$ cat src/rtl/wb_lock_release.sv
// Writeback-side release queue: records the locks taken at issue and replays them
// as registered put_* pulses, oldest first, as instructions complete writeback.
module wb_lock_release #(
    parameter int L2_DEPTH = 2,
    parameter int DEPTH    = 4
) (
    input  logic                clk,
    input  logic                reset,
    input  logic                issue_valid,
    input  logic                issue_gpr_a,
    input  logic [4:0]          issue_gpr_a_name,
    input  logic                issue_gpr_b,
    input  logic [4:0]          issue_gpr_b_name,
    input  logic                issue_xercr,
    input  logic                issue_spr,
    input  logic [5:0]          issue_spr_name,
    input  logic                issue_sspr,
    input  logic [5:0]          issue_sspr_name,
    input  logic                issue_spr_generic,
    input  logic                wb_valid,
    input  logic                flush,
    output logic                full,
    output logic                empty,
    output logic [L2_DEPTH:0]   count,
    output logic                put_gpr_a,
    output logic [4:0]          put_gpr_a_name,
    output logic                put_gpr_b,
    output logic [4:0]          put_gpr_b_name,
    output logic                put_xercr,
    output logic                put_spr,
    output logic [5:0]          put_spr_name,
    output logic                put_sspr,
    output logic [5:0]          put_sspr_name,
    output logic                put_spr_generic,
    output logic                reset_scoreboard,
    output logic                err_overflow,
    output logic                err_underflow
);

    typedef struct packed {
        logic       gpr_a;
        logic [4:0] gpr_a_name;
        logic       gpr_b;
        logic [4:0] gpr_b_name;
        logic       xercr;
        logic       spr;
        logic [5:0] spr_name;
        logic       sspr;
        logic [5:0] sspr_name;
        logic       spr_generic;
    } rec_t;

    rec_t                mem_q [DEPTH];
    logic [L2_DEPTH-1:0] head_q, head_d;
    logic [L2_DEPTH-1:0] tail_q, tail_d;
    logic [L2_DEPTH:0]   count_q, count_d;
    rec_t                put_q, put_d;
    logic                rsb_q, rsb_d;
    logic                ovf_q, ovf_d;
    logic                unf_q, unf_d;

    rec_t issue_rec;
    rec_t head_rec;
    logic push_ok;
    logic pop_ok;

    assign issue_rec = '{gpr_a: issue_gpr_a, gpr_a_name: issue_gpr_a_name,
                         gpr_b: issue_gpr_b, gpr_b_name: issue_gpr_b_name,
                         xercr: issue_xercr,
                         spr: issue_spr, spr_name: issue_spr_name,
                         sspr: issue_sspr, sspr_name: issue_sspr_name,
                         spr_generic: issue_spr_generic};

    assign full     = (count_q == (L2_DEPTH+1)'(DEPTH));
    assign empty    = (count_q == '0);
    assign head_rec = mem_q[head_q];

    // A pop in the same cycle frees a slot, so a push while full is still accepted.
    assign pop_ok  = wb_valid && !empty && !flush;
    assign push_ok = issue_valid && !flush && (!full || pop_ok);

    always_comb begin
        head_d  = head_q;
        tail_d  = tail_q;
        count_d = count_q;
        if (flush) begin
            head_d  = '0;
            tail_d  = '0;
            count_d = '0;
        end else begin
            if (push_ok) tail_d = tail_q + L2_DEPTH'(1);
            if (pop_ok)  head_d = head_q + L2_DEPTH'(1);
            case ({push_ok, pop_ok})
                2'b10:   count_d = count_q + (L2_DEPTH+1)'(1);
                2'b01:   count_d = count_q - (L2_DEPTH+1)'(1);
                default: count_d = count_q;
            endcase
        end
    end

    always_comb begin
        put_d = '0;
        if (pop_ok) begin
            put_d.gpr_a       = head_rec.gpr_a;
            put_d.gpr_a_name  = head_rec.gpr_a ? head_rec.gpr_a_name : '0;
            put_d.gpr_b       = head_rec.gpr_b;
            put_d.gpr_b_name  = head_rec.gpr_b ? head_rec.gpr_b_name : '0;
            put_d.xercr       = head_rec.xercr;
            put_d.spr         = head_rec.spr;
            put_d.spr_name    = head_rec.spr ? head_rec.spr_name : '0;
            put_d.sspr        = head_rec.sspr;
            put_d.sspr_name   = head_rec.sspr ? head_rec.sspr_name : '0;
            put_d.spr_generic = head_rec.spr_generic;
        end
        rsb_d = flush;
        ovf_d = ovf_q | (issue_valid && !flush && full && !pop_ok);
        unf_d = unf_q | (wb_valid && !flush && empty);
    end

    always_ff @(posedge clk) begin
        if (reset) begin
            head_q  <= '0;
            tail_q  <= '0;
            count_q <= '0;
            put_q   <= '0;
            rsb_q   <= 1'b0;
            ovf_q   <= 1'b0;
            unf_q   <= 1'b0;
        end else begin
            head_q  <= head_d;
            tail_q  <= tail_d;
            count_q <= count_d;
            put_q   <= put_d;
            rsb_q   <= rsb_d;
            ovf_q   <= ovf_d;
            unf_q   <= unf_d;
        end
    end

    always_ff @(posedge clk) begin
        if (push_ok) mem_q[tail_q] <= issue_rec;
    end

    assign count            = count_q;
    assign put_gpr_a        = put_q.gpr_a;
    assign put_gpr_a_name   = put_q.gpr_a_name;
    assign put_gpr_b        = put_q.gpr_b;
    assign put_gpr_b_name   = put_q.gpr_b_name;
    assign put_xercr        = put_q.xercr;
    assign put_spr          = put_q.spr;
    assign put_spr_name     = put_q.spr_name;
    assign put_sspr         = put_q.sspr;
    assign put_sspr_name    = put_q.sspr_name;
    assign put_spr_generic  = put_q.spr_generic;
    assign reset_scoreboard = rsb_q;
    assign err_overflow     = ovf_q;
    assign err_underflow    = unf_q;

`ifdef SIM
    always_ff @(posedge clk) begin
        if (!reset) begin
            if (issue_valid && !flush && full && !pop_ok)
                $fatal(1, "wb_lock_release: push dropped, queue full");
            if (wb_valid && !flush && empty)
                $fatal(1, "wb_lock_release: writeback with empty queue");
            if (issue_valid && issue_gpr_a && issue_gpr_b && issue_gpr_a_name == issue_gpr_b_name)
                $fatal(1, "wb_lock_release: duplicate GPR lock in one record");
        end
    end
`endif

endmodule

$ cat config.mk
export PLATFORM = sky130hd
export DESIGN_NAME = wb_lock_release
export DESIGN_NICKNAME = d
export VERILOG_FILES = /design/src/rtl/wb_lock_release.sv
export SDC_FILE = /design/constraint.sdc
export NUM_CORES = 1
export LEC_CHECK = 0
export CAP_MARGIN = 20
export CELL_PAD_IN_SITES_DETAIL_PLACEMENT = 1
export CELL_PAD_IN_SITES_GLOBAL_PLACEMENT = 2
export CORE_MARGIN = 2
export CORE_UTILIZATION = 41
export CTS_CLUSTER_DIAMETER = 80
export CTS_CLUSTER_SIZE = 12
export DETAILED_ROUTE_END_ITERATION = 7
export GPL_TIMING_DRIVEN = 0
export PLACE_DENSITY = 0.81
export SKIP_LAST_GASP = 1
export SLEW_MARGIN = 30
export SYNTH_ARGS = -nofsm -noshare
export SYNTH_HDL_FRONTEND = slang
export SYNTH_SLANG_ARGS = --single-unit
$ cat constraint.sdc
create_clock -name clk -period 3 [get_ports clk]
set_input_delay 0.6 -clock clk [delete_from_list [all_inputs] [get_ports clk]]
set_output_delay 0.6 -clock clk [all_outputs]
set_load 0.05 [all_outputs]
==> metrics.txt <==
# TYPE chip_impl_metric gauge
chip_impl_metric{name="postCtsSetupRepairBufs",unit=""} 0
chip_impl_metric{name="yosysWarningCount",unit=""} 0
chip_impl_info{name="commonest_non_fill_non_tap_cells_in_the_layout",value="edfxtp_1 (112), clkdlybuf4s50_1 (67), dfxtp_1 (40)"} 1
chip_impl_metric{name="finalNetCount",unit=""} 405
chip_impl_metric{name="synth.top_cell.area_share",unit="%"} 61.8
chip_impl_info{name="worst-setup-path-type",value="flip-flop to output port"} 1
chip_impl_metric{name="vias_per_cell",unit=""} 5.03
chip_impl_info{name="outcome",value="completed"} 1
chip_impl_metric{name="placementRows",unit=""} 42
chip_impl_metric{name="dp_slack",unit="ns"} -0.175
chip_impl_metric{name="cts.clk_slew.worst_paths",unit="ns"} 0.05
chip_impl_metric{name="grt_first_pass_wirelength",unit="um"} 16800
chip_impl_metric{name="tritoncts_num_sinks",unit=""} 152
chip_impl_info{name="cts_root_buffer",value="clkbuf_16"} 1
chip_impl_metric{name="groute.usage.overall",unit="%"} 16.2
chip_impl_metric{name="totalWireLength",unit="um"} 10600
chip_impl_metric{name="initial_utilization",unit="%"} 41.6
chip_impl_metric{name="antenna_violations_before_repair",unit=""} 0
chip_impl_metric{name="worstMarginPinSlew",unit="ns"} 0.657
chip_impl_metric{name="power.total",unit="mW"} 4.52
chip_impl_metric{name="synth_cell_types",unit=""} 39
chip_impl_metric{name="area.growth.synth_to_final",unit="%"} 28.9
chip_impl_metric{name="synth_enable_flop_cells",unit=""} 112
chip_impl_metric{name="worstSkewPairLatency",unit="ns"} 0.41
chip_impl_metric{name="fin_crit_sh",unit="%"} 93.0
chip_impl_info{name="flip_flop_cell_with_the_highest_count_after_synthesis",value="edfxtp_1"} 1
chip_impl_metric{name="synth_nets",unit=""} 315
chip_impl_metric{name="yosysSeqAreaShare",unit="%"} 76.5
chip_impl_info{name="post_synth_main_area_contributors",value="edfxtp_1 (62%), dfxtp_1 (15%), mux4_2 (12%)"} 1
chip_impl_metric{name="placed_cells_incl_taps",unit=""} 524
chip_impl_metric{name="setup_viol_count_final",unit=""} 0
chip_impl_info{name="holdCritPathClass",value="flip-flop to flip-flop"} 1
chip_impl_metric{name="critical_path.n_buffers_inverters",unit=""} 2
chip_impl_metric{name="multi_input_area",unit="um2"} 1190
chip_impl_metric{name="vias",unit=""} 2797
chip_impl_info{name="tritoncts",value="built"} 1
chip_impl_metric{name="worst_ep_arrival_time",unit="ns"} 2.19
chip_impl_metric{name="setup.reg_to_reg.worst_slack",unit="ns"} 0.56
chip_impl_metric{name="share_of_post_route_cells_with_drive_strength_above_1",unit="%"} 20.3
chip_impl_info{name="setup_repair_after_global_routing_missed_its_margin",value="no"} 1
chip_impl_metric{name="power.ir.vdd_worst",unit="uV"} 441
chip_impl_metric{name="place.gp.congestion",unit=""} 0.702
chip_impl_metric{name="worstRegToRegCells",unit=""} 8
chip_impl_info{name="crit-reg2reg-launch",value="count[0]"} 1
chip_impl_metric{name="die_height",unit="um"} 119
chip_impl_metric{name="syn_area_per_cell",unit="um2"} 19.7
chip_impl_info{name="r2r-end",value="count[2]"} 1
chip_impl_metric{name="post_synth_inst_count",unit=""} 277
chip_impl_info{name="critPathLaunchType",value="flip-flop"} 1
chip_impl_metric{name="floorplan.die_area",unit="um2"} 14200
chip_impl_metric{name="htreeDepth",unit=""} 4
chip_impl_metric{name="fillCellCount",unit=""} 1187
chip_impl_metric{name="number_of_antenna_violating_nets_in_the_routed_design",unit=""} 0
chip_impl_metric{name="async_s_r_ff_share_synth",unit="%"} 0
chip_impl_metric{name="timing.critical_path.fanout_max",unit=""} 7
chip_impl_metric{name="first_global_vias",unit=""} 3026
chip_impl_metric{name="cts-resized-gates",unit=""} 0
chip_impl_metric{name="worstPathRequired",unit="ns"} 2.40
chip_impl_info{name="final_common_cell",value="edfxtp_1"} 1
chip_impl_metric{name="drt_initial_violations",unit=""} 223
chip_impl_metric{name="cap_violations",unit=""} 0
chip_impl_metric{name="worst_path_max_stage_delay",unit="ns"} 0.83
chip_impl_info{name="path_cells",value="or3_4, inv_2, clkdlybuf4s50_1"} 1
chip_impl_metric{name="core_area",unit="um2"} 13100
chip_impl_metric{name="hold_violations",unit=""} 0
chip_impl_metric{name="io_pins",unit=""} 69
chip_impl_info{name="timing.critical_path.slowest_stage_cell",value="clkdlybuf4s50_1"} 1
chip_impl_metric{name="synthesis.area",unit="um2"} 5450
chip_impl_metric{name="insertedDiodeCount",unit=""} 0
chip_impl_metric{name="fp.dieW",unit="um"} 119
chip_impl_metric{name="ys_seq_elements",unit=""} 152
chip_impl_metric{name="worst_slack",unit="ns"} 0.211
chip_impl_metric{name="timing.hold.worst_path_depth",unit=""} 2
chip_impl_metric{name="layout.area.seq",unit="um2"} 4160
chip_impl_metric{name="overflow",unit=""} 0
chip_impl_info{name="post-synth-top-area-cell",value="edfxtp_1"} 1
chip_impl_metric{name="slew_headroom",unit="%"} 56.2
chip_impl_metric{name="cts_inserted_buffers",unit=""} 17
chip_impl_info{name="min_to",value="err_underflow"} 1
chip_impl_info{name="worst_path_dominant_cell_family",value="buffers and inverters"} 1
chip_impl_metric{name="clock_path_buffers",unit=""} 2
chip_impl_metric{name="powerDensity",unit="nW/um2"} 643
chip_impl_metric{name="shortest_clock_period_the_worst_path_allows_after_layout",unit="ns"} 2.79
chip_impl_metric{name="port_buffers",unit=""} 67
chip_impl_metric{name="layout.cells.non_filler",unit=""} 556
chip_impl_metric{name="postCtsHoldBufs",unit=""} 0
chip_impl_metric{name="detail_route.wl_per_cell",unit="um"} 19.1
chip_impl_info{name="hold_path.startpoint",value="err_underflow"} 1
chip_impl_metric{name="detail_route.first_pass.iterations",unit=""} 4
chip_impl_metric{name="grt_start_max_net_pins",unit=""} 21
chip_impl_metric{name="finalCoreUtilization",unit="%"} 53.7
chip_impl_info{name="timing.critical_path.to_type",value="output port"} 1
chip_impl_metric{name="maximum_clock_frequency",unit="MHz"} 359
chip_impl_metric{name="skew_final",unit="ns"} 0.00829
chip_impl_metric{name="p_leak",unit="nW"} 2.42
chip_impl_metric{name="drc_errors",unit=""} 0
chip_impl_metric{name="slew_violations",unit=""} 0
chip_impl_metric{name="dp.final_hpwl",unit="um"} 6810
==> power breakdown <==
group | switching [mW] | internal, mW
combinational | 0.0939 | 0.0848
sequential | 0.0101 | 2.28
clock | 0.755 | 1.29
total | 0.859 | 3.66
==> cell families after synthesis <==
family                     synth area share, %
xor gates and xnor gates                 0.643
and+or+nand+nor                           6.50
DFF                                       76.5
AOI/OAI and AO/OA                         1.59
adders and majority gates                 1.29
buffers and inverters                     1.77
muxes                                     11.8
==> area by class of cell <==
class	count	share of cell area (%)
Clock buffer	20	6.22
Tap cell	176	3.14
Inverter	10	0.535
Multi-Input combinational cell	105	17.0
Clock inverter	12	1.89
Sequential cell	152	59.3
Timing Repair Buffer	71	11.1
Buffer	10	0.837
==> worst max path at each step <==
stage                   end  slack [ns]  depth (start not counted)     start
4_1_cts               empty        0.17                          3  count[2]
6_report              empty        0.21                          3  count[2]
5_1_grt            count[2]        0.03                          8     flush
3_3_place_gp   mem_q[0][24]       -0.37                          4  wb_valid
2_1_floorplan      count[2]        0.26                          8  count[0]
3_5_place_dp       count[2]       -0.18                          8     flush
==> per-layer routing <==
| metal | global-route usage, % | share of wire, % | up-vias |
|---|---|---|---|
| li1 | - | - | 1260 |
| met2 | 26.3 | 51 | 75 |
| met1 | 20.1 | 43 | 1451 |
| met4 | 5.65 | 1.3 | 0 |
| met3 | 5.89 | 5.0 | 11 |
| met5 | 0 | 0 | - |
==> sequential cells by signal (all words and copies together) (netlist names), named ones only <==
register / flops
count: 3
err_overflow: 1
err_underflow: 1
head_q: 2
mem_q: 112
put_gpr_a: 1
put_gpr_a_name: 5
put_gpr_b: 1
put_gpr_b_name: 5
put_spr: 1
put_spr_generic: 1
put_spr_name: 6
put_sspr: 1
put_sspr_name: 6
put_xercr: 1
reset_scoreboard: 1
tail_q: 2
==> stage by stage <==
| step | setup TNS [ns] | instance area [um2] | hold slack (ns) |
|---|---|---|---|
| 2_1_floorplan | 0 | 5450 | 0.485 |
| 3_3_place_gp | -40.62 | 6340 | 0.455 |
| 3_5_place_dp | -0.175 | 6450 | 0.463 |
| 4_1_cts | 0 | 7020 | 0.481 |
| 5_1_grt | 0 | 7020 | 0.500 |
| 6_report | 0 | 7020 | 0.478 |
==> Yosys cell counts (2+ instances only) <==
library cell and n:
a211oi_1 2, a21oi_1 3, and2_1 6, and3_1 22, buf_2 3, buf_4 2, clkbuf_1 2, clkbuf_2 2
dfxtp_1 40, edfxtp_1 112, ha_1 4, inv_1 9, mux4_2 28, nand2_1 4, nor2_1 10, nor3_1 2
or3_1 2, xnor2_1 3
==> worst min-delay path, delay by kind of cell, from the launching register on <==
kind | cells | cell delay, ns
flip-flops | 1 | 0.33
AO/OA/AOI/OAI | 1 | 0.04
AND/OR/NAND/NOR | 1 | 0.07
No activity file was read; power rests on OpenSTA's default activity.
